===== src/rtl/dram_port_arbiter_if.sv =====
// Bundle of client request/ack channels, the DRAM port and status flags
// for the three-client DRAM port arbiter. The arbiter connects through
// the slave modport; whatever drives the clients and the DRAM model uses
// the master modport.
interface dram_port_arbiter_if #(
  parameter int ADDR_W = 24,
  parameter int DATA_W = 32
);
  logic              c0_req, c1_req, c2_req;
  logic              c0_we, c1_we, c2_we;
  logic [ADDR_W-1:0] c0_addr, c1_addr, c2_addr;
  logic [DATA_W-1:0] c0_wdata, c1_wdata, c2_wdata;
  logic              c0_ack, c1_ack, c2_ack;
  logic [DATA_W-1:0] rdata;
  logic              prio0;
  logic              dram_req, dram_we;
  logic [ADDR_W-1:0] dram_addr;
  logic [DATA_W-1:0] dram_data;
  logic              dram_ack;
  logic [DATA_W-1:0] dram_rdata;
  logic              busy, ack_err;

  modport slave (
    input  c0_req, c1_req, c2_req, c0_we, c1_we, c2_we,
           c0_addr, c1_addr, c2_addr, c0_wdata, c1_wdata, c2_wdata,
           prio0, dram_ack, dram_rdata,
    output c0_ack, c1_ack, c2_ack, rdata, dram_req, dram_we,
           dram_addr, dram_data, busy, ack_err
  );

  modport master (
    output c0_req, c1_req, c2_req, c0_we, c1_we, c2_we,
           c0_addr, c1_addr, c2_addr, c0_wdata, c1_wdata, c2_wdata,
           prio0, dram_ack, dram_rdata,
    input  c0_ack, c1_ack, c2_ack, rdata, dram_req, dram_we,
           dram_addr, dram_data, busy, ack_err
  );
endinterface


===== src/rtl/dram_port_arbiter.sv =====
// Three-client DRAM port arbiter. One transaction in flight at a time:
// IDLE picks a winner (client 0 under prio0, else round-robin after the
// last served client), ISSUE holds the registered DRAM request until
// dram_ack, HOLD is a single cycle carrying the client ack pulse so the
// client can drop its request before the next arbitration.
module dram_port_arbiter #(
  parameter int ADDR_W = 24,
  parameter int DATA_W = 32
) (
  input logic                 clk,
  input logic                 reset,
  dram_port_arbiter_if.slave  bus
);

  typedef enum logic [1:0] {
    IDLE  = 2'd0,
    ISSUE = 2'd1,
    HOLD  = 2'd2
  } state_t;

  state_t            state, state_next;
  logic [1:0]        last, grant;
  logic [2:0]        req_vec;
  logic [2:0]        pick;
  logic              win_valid;
  logic [1:0]        winner;
  logic              win_we;
  logic [ADDR_W-1:0] win_addr;
  logic [DATA_W-1:0] win_wdata;

  logic              dram_req_r, dram_we_r, busy_r, ack_err_r;
  logic [ADDR_W-1:0] dram_addr_r;
  logic [DATA_W-1:0] dram_data_r, rdata_r;
  logic [2:0]        ack_r;

  // Returns {valid, index} of the first requesting client in order a, b, c.
  function automatic logic [2:0] rr_pick(input logic [2:0] req,
                                         input logic [1:0] a,
                                         input logic [1:0] b,
                                         input logic [1:0] c);
    if (req[a])      return {1'b1, a};
    else if (req[b]) return {1'b1, b};
    else if (req[c]) return {1'b1, c};
    else             return 3'b000;
  endfunction

  assign req_vec = {bus.c2_req, bus.c1_req, bus.c0_req};

  // Winner selection: prio0 overrides, otherwise search from last+1.
  always_comb begin
    pick = 3'b000;
    if (bus.prio0 && req_vec[0]) begin
      pick = 3'b100;
    end else begin
      case (last)
        2'd0:    pick = rr_pick(req_vec, 2'd1, 2'd2, 2'd0);
        2'd1:    pick = rr_pick(req_vec, 2'd2, 2'd0, 2'd1);
        default: pick = rr_pick(req_vec, 2'd0, 2'd1, 2'd2);
      endcase
    end
  end

  assign win_valid = pick[2];
  assign winner    = pick[1:0];

  // Mux the winning client's request fields.
  always_comb begin
    win_we    = 1'b0;
    win_addr  = {ADDR_W{1'b0}};
    win_wdata = {DATA_W{1'b0}};
    case (winner)
      2'd0: begin win_we = bus.c0_we; win_addr = bus.c0_addr; win_wdata = bus.c0_wdata; end
      2'd1: begin win_we = bus.c1_we; win_addr = bus.c1_addr; win_wdata = bus.c1_wdata; end
      2'd2: begin win_we = bus.c2_we; win_addr = bus.c2_addr; win_wdata = bus.c2_wdata; end
      default: begin win_we = 1'b0; win_addr = {ADDR_W{1'b0}}; win_wdata = {DATA_W{1'b0}}; end
    endcase
  end

  // Next-state logic of the IDLE/ISSUE/HOLD controller.
  always_comb begin
    state_next = state;
    case (state)
      IDLE: begin
        if (win_valid) state_next = ISSUE;
        else           state_next = IDLE;
      end
      ISSUE: begin
        if (bus.dram_ack) state_next = HOLD;
        else              state_next = ISSUE;
      end
      HOLD:    state_next = IDLE;
      default: state_next = IDLE;
    endcase
  end

  // State register.
  always_ff @(posedge clk) begin
    if (reset) state <= IDLE;
    else       state <= state_next;
  end

  // Registered DRAM request, client acks, read data and status flags.
  always_ff @(posedge clk) begin
    if (reset) begin
      last        <= 2'd2;
      grant       <= 2'd0;
      dram_req_r  <= 1'b0;
      dram_we_r   <= 1'b0;
      dram_addr_r <= {ADDR_W{1'b0}};
      dram_data_r <= {DATA_W{1'b0}};
      rdata_r     <= {DATA_W{1'b0}};
      ack_r       <= 3'b000;
      busy_r      <= 1'b0;
      ack_err_r   <= 1'b0;
    end else begin
      ack_r  <= 3'b000;
      busy_r <= (state_next != IDLE);
      // A DRAM completion with nothing outstanding is a protocol error.
      if (bus.dram_ack && (state != ISSUE)) ack_err_r <= 1'b1;
      else                                  ack_err_r <= ack_err_r;
      case (state)
        IDLE: begin
          if (win_valid) begin
            dram_req_r  <= 1'b1;
            dram_we_r   <= win_we;
            dram_addr_r <= win_addr;
            dram_data_r <= win_we ? win_wdata : {DATA_W{1'b0}};
            grant       <= winner;
          end else begin
            dram_req_r  <= 1'b0;
          end
        end
        ISSUE: begin
          if (bus.dram_ack) begin
            dram_req_r  <= 1'b0;
            dram_we_r   <= 1'b0;
            dram_addr_r <= {ADDR_W{1'b0}};
            dram_data_r <= {DATA_W{1'b0}};
            ack_r       <= 3'b001 << grant;
            last        <= grant;
            if (!dram_we_r) rdata_r <= bus.dram_rdata;
            else            rdata_r <= rdata_r;
          end else begin
            dram_req_r  <= dram_req_r;
          end
        end
        HOLD:    dram_req_r <= 1'b0;
        default: dram_req_r <= 1'b0;
      endcase
    end
  end

  assign bus.dram_req  = dram_req_r;
  assign bus.dram_we   = dram_we_r;
  assign bus.dram_addr = dram_addr_r;
  assign bus.dram_data = dram_data_r;
  assign bus.c0_ack    = ack_r[0];
  assign bus.c1_ack    = ack_r[1];
  assign bus.c2_ack    = ack_r[2];
  assign bus.rdata     = rdata_r;
  assign bus.busy      = busy_r;
  assign bus.ack_err   = ack_err_r;

endmodule

===== src/flat_wrapper.sv =====
// flat-port wrapper written by rule: the top's interface ports become plain ports
module dram_port_arbiter_flat 
#(
  parameter int ADDR_W = 24,
  parameter int DATA_W = 32
)
  (clk, reset, bus_c0_req, bus_c1_req, bus_c2_req, bus_c0_we, bus_c1_we, bus_c2_we, bus_c0_addr, bus_c1_addr, bus_c2_addr, bus_c0_wdata, bus_c1_wdata, bus_c2_wdata, bus_prio0, bus_dram_ack, bus_dram_rdata, bus_c0_ack, bus_c1_ack, bus_c2_ack, bus_rdata, bus_dram_req, bus_dram_we, bus_dram_addr, bus_dram_data, bus_busy, bus_ack_err);
  dram_port_arbiter_if #(.ADDR_W(ADDR_W), .DATA_W(DATA_W)) bus_i ();
  input logic clk;
  input logic reset;
  input wire logic [$bits(bus_i.c0_req)-1:0] bus_c0_req;
  input wire logic [$bits(bus_i.c1_req)-1:0] bus_c1_req;
  input wire logic [$bits(bus_i.c2_req)-1:0] bus_c2_req;
  input wire logic [$bits(bus_i.c0_we)-1:0] bus_c0_we;
  input wire logic [$bits(bus_i.c1_we)-1:0] bus_c1_we;
  input wire logic [$bits(bus_i.c2_we)-1:0] bus_c2_we;
  input wire logic [$bits(bus_i.c0_addr)-1:0] bus_c0_addr;
  input wire logic [$bits(bus_i.c1_addr)-1:0] bus_c1_addr;
  input wire logic [$bits(bus_i.c2_addr)-1:0] bus_c2_addr;
  input wire logic [$bits(bus_i.c0_wdata)-1:0] bus_c0_wdata;
  input wire logic [$bits(bus_i.c1_wdata)-1:0] bus_c1_wdata;
  input wire logic [$bits(bus_i.c2_wdata)-1:0] bus_c2_wdata;
  input wire logic [$bits(bus_i.prio0)-1:0] bus_prio0;
  input wire logic [$bits(bus_i.dram_ack)-1:0] bus_dram_ack;
  input wire logic [$bits(bus_i.dram_rdata)-1:0] bus_dram_rdata;
  output wire logic [$bits(bus_i.c0_ack)-1:0] bus_c0_ack;
  output wire logic [$bits(bus_i.c1_ack)-1:0] bus_c1_ack;
  output wire logic [$bits(bus_i.c2_ack)-1:0] bus_c2_ack;
  output wire logic [$bits(bus_i.rdata)-1:0] bus_rdata;
  output wire logic [$bits(bus_i.dram_req)-1:0] bus_dram_req;
  output wire logic [$bits(bus_i.dram_we)-1:0] bus_dram_we;
  output wire logic [$bits(bus_i.dram_addr)-1:0] bus_dram_addr;
  output wire logic [$bits(bus_i.dram_data)-1:0] bus_dram_data;
  output wire logic [$bits(bus_i.busy)-1:0] bus_busy;
  output wire logic [$bits(bus_i.ack_err)-1:0] bus_ack_err;
  assign bus_i.c0_req = bus_c0_req;
  assign bus_i.c1_req = bus_c1_req;
  assign bus_i.c2_req = bus_c2_req;
  assign bus_i.c0_we = bus_c0_we;
  assign bus_i.c1_we = bus_c1_we;
  assign bus_i.c2_we = bus_c2_we;
  assign bus_i.c0_addr = bus_c0_addr;
  assign bus_i.c1_addr = bus_c1_addr;
  assign bus_i.c2_addr = bus_c2_addr;
  assign bus_i.c0_wdata = bus_c0_wdata;
  assign bus_i.c1_wdata = bus_c1_wdata;
  assign bus_i.c2_wdata = bus_c2_wdata;
  assign bus_i.prio0 = bus_prio0;
  assign bus_i.dram_ack = bus_dram_ack;
  assign bus_i.dram_rdata = bus_dram_rdata;
  assign bus_c0_ack = bus_i.c0_ack;
  assign bus_c1_ack = bus_i.c1_ack;
  assign bus_c2_ack = bus_i.c2_ack;
  assign bus_rdata = bus_i.rdata;
  assign bus_dram_req = bus_i.dram_req;
  assign bus_dram_we = bus_i.dram_we;
  assign bus_dram_addr = bus_i.dram_addr;
  assign bus_dram_data = bus_i.dram_data;
  assign bus_busy = bus_i.busy;
  assign bus_ack_err = bus_i.ack_err;
  dram_port_arbiter #(.ADDR_W(ADDR_W), .DATA_W(DATA_W)) u_core (.clk(clk), .reset(reset), .bus(bus_i));
endmodule

===== config.mk =====
export PLATFORM = sky130hd
export DESIGN_NAME = dram_port_arbiter_flat
export DESIGN_NICKNAME = d
export VERILOG_FILES = /design/src/rtl/dram_port_arbiter_if.sv /design/src/rtl/dram_port_arbiter.sv /design/src/flat_wrapper.sv
export SDC_FILE = /design/constraint.sdc
export NUM_CORES = 1
export LEC_CHECK = 0
export ABC_AREA = 1
export CAP_MARGIN = 20
export CORE_AREA = 2 2 130 132
export DETAILED_ROUTE_END_ITERATION = 10
export DIE_AREA = 0 0 132 134
export PLACE_DENSITY = 0.72
export SLEW_MARGIN = 40
export SYNTH_ARGS = -nofsm -noshare
export SYNTH_HDL_FRONTEND = slang
export SYNTH_SLANG_ARGS = --single-unit

===== constraint.sdc =====
create_clock -name clk -period 4.6 [get_ports clk]
set_input_delay 1.38 -clock clk [delete_from_list [all_inputs] [get_ports clk]]
set_output_delay 1.38 -clock clk [all_outputs]
set_load 0.02 [all_outputs]

==> impl_metrics.py <==
metrics = {
    "critical_path": {
        "reg2reg_setup_slack_ps": 1860,
        "crit_chain": "clkdlybuf4s50_1 > nand3_2 > buf_4 > nand3_2 > nand3_1 > nand3_2 > nand3_1 > a21oi_1",
        "start_kind": "input pin",
        "crit_path_end_kind": "flop",
        "cp_max_fo": 33,
        "cpMostUsedCell": "nand3_2",
        "critPathArrivalTime_ps": 3880,
        "slowest_stage": "nand3_2",
        "critPathKind": "in2reg",
        "slowest_delay_ps": 600,
        "critical_path_required_ps": 4810,
    },
    "clock_tree": {
        "clkLatencyLatePin_ps": 350,
        "h-tree-depth": 3,
        "cts_root_buf": "clkbuf_16",
        "cts_buffers": 9,
        "clk_pin_slew_ps": 80,
        "cts_buffer_depth": 2,
        "cts_resized": 0,
        "ctsHoldBuffers": 0,
        "post-cts-setup-buffers": 0,
        "cts.sinks": 101,
        "cts_tree": "yes",
    },
    "yosys": {
        "syn_area_per_cell_um2": 6.85,
        "synth_edf_count": 0,
        "seq_area_frac_synth_pct": 41.8,
        "synth_top_area_share_pct": 41.8,
        "synth-async-reset-ratio_pct": 0,
        "yosysMostFrequentCell": "nand2_1",
        "synth_common_cells": "nand2_1, nand3_1, dfxtp_1, nor2_1, a21oi_1",
        "syn_area_um2": 4840,
        "netlist_instances": 706,
        "ys_ff_latch": 101,
        "yosysTopAreaCell": "dfxtp_1",
        "synth_nets": 916,
        "ys.flop_type": "dfxtp_1",
        "synth.area.top_cells": "dfxtp_1, nand2_1, nand3_1",
        "ys_types": 25,
        "ys_warn_count": 0,
    },
    "routing": {
        "via_per_inst": 4.93,
        "drt-pass1-iter-count": 5,
        "drt-total-wl_mm": 19.2,
        "drt-initial-drc-count": 369,
        "drt.antenna.violating_nets": 0,
        "drc": 0,
        "dr_total_vias": 5907,
        "wl_per_cell_um": 16.0,
    },
    "outcome": {
        "status": "completed",
    },
    "global_route": {
        "grt-busiest-layer": "met2",
        "antenna_found_initial": 0,
        "grt_pass1_vias": 5786,
        "grt_usage_pct": 21.3,
        "grtUsageMet1_pct": 25.0,
        "overflow": 0,
        "met3_usage_pct": 8.81,
        "grt_max_degree": 64,
        "grt_pass1_wl_mm": 30.3,
        "grtUsageMet2_pct": 35.0,
    },
    "power": {
        "irDropWorstVdd_v": 0.000250,
        "power.density_nw_per_um2": 297,
        "p_leak_nw": 3.20,
    },
    "final_layout": {
        "nFillCells": 1620,
        "syn_to_final_growth_pct": 70.7,
        "drive_above_1_share_pct": 4.80,
        "stdcell_count": 1199,
        "seqCellArea_um2": 2020,
        "antenna_cells": 0,
        "multi_input_area_um2": 2470,
        "nets": 1184,
    },
    "floorplanning": {
        "num_rows": 47,
        "start_util_pct": 29.7,
        "coreArea_um2": 16300,
        "die_area_um2": 17700,
        "io_pins": 305,
        "die_h_um": 134,
        "die_w_um": 132,
    },
    "sta": {
        "finalClockSkew_ps": 7.80,
        "tns_ps": 0,
        "fin_crit_ps": 3670,
        "drv_slew": 0,
        "finalHoldViolations": 0,
        "period_share_pct": 79.7,
        "tightest_slew_ps": 810,
        "relSlewSlack_pct": 46.0,
        "fmax_ghz": 0.273,
        "rsz0062_at_grt": "no",
        "setup_violations": 0,
    },
    "placement": {
        "port_buffers": 304,
        "gp_routability_congestion": 0.809,
        "dp.cells": 1183,
        "hpwl_mm": 13.7,
    },
    "job": {
        "max_cap_viol_count": 0,
    },
    "hold_path": {
        "hold_path.class": "reg2reg",
    },
}
==> worst paths after layout <==
path         cells after the start                startpoint                       end
max                              8                bus_c2_req  u_core.bus.dram_data[23]
min                              2  u_core.bus.dram_addr[22]  u_core.bus.dram_addr[22]
max reg2reg                      8            u_core.last[0]  u_core.bus.dram_data[23]
min reg2reg                      2  u_core.bus.dram_addr[22]  u_core.bus.dram_addr[22]
==> logic make-up (layout without fill, tap and decap cells) <==
family	after synthesis	count (layout)	share of synthesized area (%)
and+or+nand+nor	427	427	39.6
AOI/OAI and AO/OA	102	102	11.3
DFF	101	101	41.8
buffers and inverters	76	349	7.37
==> placed cells by master (no fill, tap or decap), types with 2 or more instances in the layout <==
cell	n
o21ai_0	33
clkbuf_16	9
nand3_2	3
nand4_1	47
inv_2	7
a21oi_1	63
dfxtp_1	101
nor2_1	70
nor2_2	2
inv_8	2
inv_1	10
clkdlybuf4s50_1	303
nand3_1	121
clkinvlp_4	2
buf_4	12
nand2_1	180
==> state kept, by name, summed over array words and instances, names as in the netlist <==
name,count
u_core.bus.rdata,32
u_core.state,2
u_core.ack_r,3
u_core.grant,2
u_core.bus.ack_err,1
u_core.bus.dram_addr,24
u_core.bus.busy,1
u_core.bus.dram_data,32
u_core.last,2
u_core.bus.dram_we,1
u_core.bus.dram_req,1
==> per-layer routing <==
metal | vias to the layer above | part of all wire, %
met5 | - | 0
met4 | 0 | 2.7
met3 | 35 | 10
met2 | 271 | 47
met1 | 2676 | 40
li1 | 2925 | -
==> cell type report <==
cell class	count	area share [%]
Clock buffer	10	2.89
Clock inverter	6	0.667
Inverter	17	0.773
Multi-Input combinational cell	529	30.0
Sequential cell	101	24.5
Tap cell	220	3.33
Timing Repair Buffer	316	37.9
==> stage by stage <==
step / setup slack (ps) / total power, mW / utilization, % / cell area [µm²] / hold WS [ps]
global placement: 646 / 1.71 / 48.9 / 7960 / 452
global route: 766 / 2.58 / 50.7 / 8260 / 481
CTS: 966 / 2.48 / 50.7 / 8260 / 465
finish: 934 / 2.45 / 50.7 / 8260 / 464
detailed placement: 586 / 1.72 / 48.9 / 7960 / 454
floorplan: 2120 / 1.33 / - / 4840 / 423
==> critical path: cells and delay by family <==
kind	cells	cell delay, ps
AND/OR/NAND/NOR	5	1610
buffers and inverters	2	770
AO/OA/AOI/OAI	1	80
==> power by group <==
group,internal [mW],total (mW),switching (mW)
Combinational,0.351,0.714,0.362
Clock,0.393,0.758,0.365
Sequential,0.943,0.978,0.0349
No activity file was read; power rests on OpenSTA's default activity.
